==> src/rtl/regfile_arbiter.sv <==
// Register file front-end: arbitrates three requesters onto one write/ext port
// and one read port, with hazard blocking, legality checks and fixed-latency read return.

module regfile_arbiter_dec (
  input  logic [1:0] op_i,
  input  logic [1:0] ext_i,
  input  logic [4:0] sel_i,
  output logic       legal_o,
  output logic       rd_o,
  output logic [4:0] lo_o,
  output logic [4:0] hi_o
);
  logic pair;

  always_comb begin
    rd_o    = (op_i == 2'b00);
    pair    = sel_i[4] | (op_i == 2'b10);
    lo_o    = {1'b0, sel_i[3:0]};
    hi_o    = lo_o + {4'b0000, pair};
    legal_o = 1'b0;
    case (op_i)
      2'b00, 2'b01: legal_o = sel_i[4] ? (sel_i[3:0] <= 4'd10) : (sel_i[3:0] <= 4'd11);
      2'b10:        legal_o = (ext_i != 2'b00) && (sel_i[3:0] <= 4'd10);
      default:      legal_o = 1'b0;
    endcase
  end
endmodule

module regfile_arbiter (
  input  logic        clk_i,
  input  logic        rst_ni,
  input  logic [2:0]  req_i,
  input  logic [5:0]  op_i,
  input  logic [5:0]  ext_i,
  input  logic [14:0] sel_i,
  input  logic [47:0] wdata_i,
  input  logic [15:0] rf_rdata_i,
  output logic [2:0]  gnt_o,
  output logic [2:0]  rd_valid_o,
  output logic [15:0] rd_data_o,
  output logic [2:0]  err_o,
  output logic        rf_write_en_o,
  output logic [15:0] rf_data_in_o,
  output logic [4:0]  rf_write_sel_o,
  output logic [4:0]  rf_read_sel_o,
  output logic [1:0]  rf_ext_op_o
);
  logic [2:0][1:0]  op_v, ext_v;
  logic [2:0][4:0]  sel_v, lo, hi;
  logic [2:0][15:0] wd_v;
  logic [2:0]       legal, is_rd;

  assign op_v  = op_i;
  assign ext_v = ext_i;
  assign sel_v = sel_i;
  assign wd_v  = wdata_i;

  for (genvar g = 0; g < 3; g++) begin : g_dec
    regfile_arbiter_dec u_dec (
      .op_i   (op_v[g]),
      .ext_i  (ext_v[g]),
      .sel_i  (sel_v[g]),
      .legal_o(legal[g]),
      .rd_o   (is_rd[g]),
      .lo_o   (lo[g]),
      .hi_o   (hi[g])
    );
  end

  // lead_q=0: requester 1 leads the round robin; 1: requester 2 leads
  logic        lead_q;
  logic [2:0]  gnt;
  logic        rd_take, wr_take, rd_lg, wr_lg;
  logic [1:0]  rd_id, wr_id, cur;
  logic [1:0]  ord [3];

  function automatic logic ovl(input logic [4:0] alo, ahi, blo, bhi);
    return (alo <= bhi) && (blo <= ahi);
  endfunction

  always_comb begin
    gnt     = 3'b000;
    rd_take = 1'b0;
    wr_take = 1'b0;
    rd_lg   = 1'b0;
    wr_lg   = 1'b0;
    rd_id   = 2'd0;
    wr_id   = 2'd0;
    cur     = 2'd0;
    ord[0]  = 2'd0;
    ord[1]  = lead_q ? 2'd2 : 2'd1;
    ord[2]  = lead_q ? 2'd1 : 2'd2;
    for (int k = 0; k < 3; k++) begin
      cur = ord[k];
      if (req_i[cur]) begin
        // Illegal requests occupy a slot but never conflict on register bytes
        if (is_rd[cur]) begin
          if (!rd_take && !(legal[cur] && wr_lg && ovl(lo[cur], hi[cur], lo[wr_id], hi[wr_id]))) begin
            gnt[cur] = 1'b1;
            rd_take  = 1'b1;
            rd_lg    = legal[cur];
            rd_id    = cur;
          end
        end else begin
          if (!wr_take && !(legal[cur] && rd_lg && ovl(lo[cur], hi[cur], lo[rd_id], hi[rd_id]))) begin
            gnt[cur] = 1'b1;
            wr_take  = 1'b1;
            wr_lg    = legal[cur];
            wr_id    = cur;
          end
        end
      end
    end
  end

  assign gnt_o = gnt;

  logic        wen_q, rpend_q;
  logic [1:0]  extop_q, rown_q;
  logic [4:0]  wsel_q, rsel_q;
  logic [15:0] wdat_q, rd_data_q;
  logic [2:0]  err_q, rd_valid_q;

  always_ff @(posedge clk_i or negedge rst_ni) begin
    if (!rst_ni) begin
      lead_q     <= 1'b0;
      wen_q      <= 1'b0;
      extop_q    <= 2'b00;
      wsel_q     <= 5'd0;
      wdat_q     <= 16'h0000;
      rsel_q     <= 5'd0;
      rpend_q    <= 1'b0;
      rown_q     <= 2'd0;
      err_q      <= 3'b000;
      rd_valid_q <= 3'b000;
      rd_data_q  <= 16'h0000;
    end else begin
      err_q   <= gnt & ~legal;
      wen_q   <= 1'b0;
      extop_q <= 2'b00;
      wsel_q  <= 5'd0;
      wdat_q  <= 16'h0000;
      if (wr_lg) begin
        if (op_v[wr_id] == 2'b01) begin
          wen_q  <= 1'b1;
          wsel_q <= sel_v[wr_id];
          wdat_q <= wd_v[wr_id];
        end else begin
          extop_q <= ext_v[wr_id];
          wsel_q  <= {1'b1, sel_v[wr_id][3:0]};
        end
      end
      rsel_q  <= rd_lg ? sel_v[rd_id] : 5'd0;
      rpend_q <= rd_lg;
      rown_q  <= rd_id;
      // Return stage: register file output sampled during the issue cycle
      rd_valid_q <= rpend_q ? (3'b001 << rown_q) : 3'b000;
      if (!rpend_q)       rd_data_q <= 16'h0000;
      else if (rsel_q[4]) rd_data_q <= rf_rdata_i;
      else                rd_data_q <= {8'h00, rf_rdata_i[7:0]};
      if (lead_q ? gnt[2] : gnt[1]) lead_q <= ~lead_q;
    end
  end

  assign rf_write_en_o  = wen_q;
  assign rf_ext_op_o    = extop_q;
  assign rf_write_sel_o = wsel_q;
  assign rf_data_in_o   = wdat_q;
  assign rf_read_sel_o  = rsel_q;
  assign err_o          = err_q;
  assign rd_valid_o     = rd_valid_q;
  assign rd_data_o      = rd_data_q;

endmodule

==> config.mk <==
export PLATFORM = sky130hd
export DESIGN_NAME = regfile_arbiter
export DESIGN_NICKNAME = d
export VERILOG_FILES = /design/src/rtl/regfile_arbiter.sv
export SDC_FILE = /design/constraint.sdc
export NUM_CORES = 1
export LEC_CHECK = 0
export BUFFER_PORTS_ARGS = -buffer_cell sky130_fd_sc_hd__buf_2
export CORE_ASPECT_RATIO = 0.7
export CORE_UTILIZATION = 55
export DETAILED_ROUTE_END_ITERATION = 16
export PLACE_DENSITY_LB_ADDON = 0.08
export SLEW_MARGIN = 30
export SYNTH_ARGS = -nofsm -noshare
export SYNTH_HDL_FRONTEND = slang
export SYNTH_SLANG_ARGS = --single-unit
==> constraint.sdc <==
create_clock -name clk_i -period 15.1 [get_ports clk_i]
set_input_delay 0.755 -clock clk_i [delete_from_list [all_inputs] [get_ports clk_i]]
set_output_delay 0.755 -clock clk_i [all_outputs]
set_load 0.02 [all_outputs]
==> results.yml <==
floorplanning:
  core_sq_um: 7350
  die_w_microns: 106
  initial_core_util_pct: 57.1
  ios: 150
  die-area_sq_um: 8000
  rows: 26
  die-height_microns: 75.1
routing:
  met1Wirelength_microns: 5940
  viasPerCell: 6.27
  wirelength_microns: 13500
  dr.max_layer_used: "met4"
  wl_met2_microns: 5440
  via_count: 4248
  route.met3.wl_microns: 1820
  firstDrtPassIters: 6
  ant_nets: 0
  wl_per_cell_microns: 20.0
  post-route-drc-count: 0
  drt_iter0_drc: 386
clock_tree:
  cts_hold_buf: 0
  cts_setup_buffers: 0
  clockBufferDepth: 2
  h-tree-depth: 2
  numCtsBuffers: 5
  cts_resized: 0
  cts_root_buffer: "clkbuf_8"
  worstSkewPairLatency_ps: 320
  clk_pin_slew_ps: 110
  tritoncts: "done"
  clock-sinks: 55
layout:
  stdcell_count: 677
  num-nets-final: 704
  final_util_pct: 69.0
  multiInputGateArea_sq_um: 2650
  fin_area_sq_um: 5070
  final_cell_mix: "buf_2, dfrtp_1, nor2_1, nand2_1, ha_1"
  drive_above_1_share_pct: 38.2
  antenna_cells: 0
  area_growth_pct: 20.8
  mostFrequentLayoutCell: "buf_2"
  n_fill_cell: 614
  seqCellArea_sq_um: 1380
logic_synthesis:
  syn_nets: 570
  synthesis.instances: 444
  synth-seq-cells: 55
  synth_async_sr_flop_share_pct: 100
  seq_area_frac_synth_pct: 32.8
  synth_edf_count: 0
  synthesis.area_sq_um: 4200
  syn_avg_cell_area_sq_um: 9.46
  ys_types: 72
  synthFlopType: "dfrtp_1"
  yosys_warnings: 0
place:
  dp_hpwl_microns: 10200
  io_buffers: 149
  dp_cells: 669
  gp_congestion: 1.03
  preCtsSetupSlack_ps: 7720
  dpl_cell_area_sq_um: 4970
setup_path:
  cp_slowest_stage_delay_ps: 540
  critPathCaptureType: "output port"
  worst_ep_required_time_ps: 14350
  path_class: "input port to output port"
  arrival_ps: 6600
  slowest_stage: "a21oi_2"
  crit_fanout: 11
  cp-start-kind: "input port"
  path_cells: "buf_2 -> inv_1 -> a21o_1 -> ha_1 -> nand3_1 -> xor2_1 -> nand2_1 -> o21ai_0 -> ha_1 -> and4_1 -> a21oi_1 -> a211oi_4 -> a21boi_1 -> buf_4 -> mux2_2 -> ha_1 -> and2_1 -> a221oi_1 -> a31oi_1 -> and4_1 -> nand4b_1 -> a21oi_2 -> nand2_1 -> buf_2"
  crit_top_cell: "ha_1"
power_and_ir_drop:
  vdd_drop_max_v: 0.0000886
  p_leak_nw: 2.58
  totalPowerFinal_uw: 686
  power_density_nw_per_um2: 135
sta:
  setup_violations: 0
  postLayoutSetupSlackWorst_ps: 7750
  tightest_slew_ps: 842
  drv_slew: 0
  finalCritPeriodShare_pct: 48.7
  report.final.hold_viol_count: 0
  max_slew_margin_pct: 43.8
  timing.hold.ws_ps: 450
  max_freq_ghz: 0.136
  fin_skew_ps: 11.7
  min_period_ps: 7350
  rsz0062_at_grt: "no"
  setup_tns_ps: 0
global_routing:
  grt_usage_pct: 34.6
  antenna_found_initial: 0
  grt_first_pass_wirelength_microns: 20500
  grt_max_degree: 56
  gr-total-overflow: 0
  grt_pass1_vias: 3755
hold_path:
  hold_path.class: "flip-flop to flip-flop"
status:
  status: "finished, final reports clean"
run:
  max_cap_violations: 0
-- sequential cells by signal, indices dropped and copies added, names as in the netlist --
register        cells
err_o               3
lead_q              1
rd_data_o          16
rd_valid_o          3
rf_data_in_o       16
rf_ext_op_o         2
rf_read_sel_o       5
rf_write_en_o       1
rf_write_sel_o      5
rown_q              2
rpend_q             1
-- Yosys cell counts (2+ instances only) --
cell type  number  share of area (%)
nand3_1         6               0.71
a21oi_2         4               0.83
nand4_1         3               0.45
a31o_2          2               0.42
buf_1           2               0.18
a41oi_1         2               0.42
o21ai_4         2               0.77
clkbuf_1        8               0.71
o22ai_1        21                3.1
mux2_2         16                4.3
nand2b_1        2               0.30
nor3_1          2               0.24
nand4b_1        4               0.83
a21oi_1        18                2.1
and4_1          2               0.42
nor2_1         40                3.6
nand3b_1        3               0.54
o21ai_0        19                2.3
ha_1           30                8.9
a22oi_1         2               0.36
o2bb2ai_1       6                1.3
mux2i_1        14                3.3
and3_1         11                1.6
nor4_2         16                4.8
xor2_1          6                1.3
dfrtp_1        55                 33
a311oi_1        4               0.83
and2_1         17                2.5
buf_6           2               0.54
buf_2          13                1.5
nor4b_2         2               0.71
a21o_1          8                1.4
o21a_1          2               0.36
inv_1          12                1.1
o21ai_1         2               0.24
o211ai_1        2               0.36
nor2b_1         6               0.89
nand2_1        38                3.4
xnor2_1         3               0.63
a211oi_1        2               0.36
o21bai_1        3               0.54
buf_4           2               0.36
-- layout make-up --
cell class,count,area share [%]
multi-input combinational,349,52.2
clock inverter,3,0.542
inverter,13,0.962
sequential,55,27.1
timing repair buffer,154,15.4
tap,98,2.42
clock buffer,5,1.36
-- where the power goes --
group | total (mW) | internal, mW | switching, mW
Clock | 0.0874 | 0.0342 | 0.0532
Sequential | 0.180 | 0.171 | 0.00933
Combinational | 0.419 | 0.150 | 0.269
Total | 0.686 | 0.355 | 0.332
-- path summary, 6_finish.rpt --
kind	from	cells after the start	endpoint	slack (ps)
worst max-delay path	op_i[4]	24	gnt_o[1]	7750
worst min-delay path	rown_q[0]	1	rd_valid_o[2]	450
worst max register to register	lead_q	21	rf_ext_op_o[0]	8790
worst min register to register	rown_q[0]	1	rd_valid_o[2]	450
max in group asynchronous	rst_ni	2	rf_data_in_o[3]	14100
min in group asynchronous	rst_ni	2	rd_data_o[0]	550
-- worst max-delay path: cells and delay by family --
family | cells | cell delay, ps
xor+xnor | 1 | 340
buf+inv | 4 | 700
mux | 1 | 390
compound gates | 8 | 2400
simple gates | 7 | 1200
fa+ha+maj | 3 | 810
-- cell families after synthesis --
family	Yosys count	share of synthesized area (%)
AOI/OAI and AO/OA	117	20.6
xor gates and xnor gates	9	1.88
adders and majority gates	30	8.94
buffers and inverters	40	4.50
DFF	55	32.8
muxes	30	7.63
and+or+nand+nor	163	23.7
-- routing by layer --
metal / vias up / GRT usage (%)
li1: 1905 / -
met5: - / 0
met3: 41 / 11.9
met1: 1993 / 50.6
met2: 309 / 48.6
met4: 0 / 9.28
No activity file was read; power rests on OpenSTA's default activity.
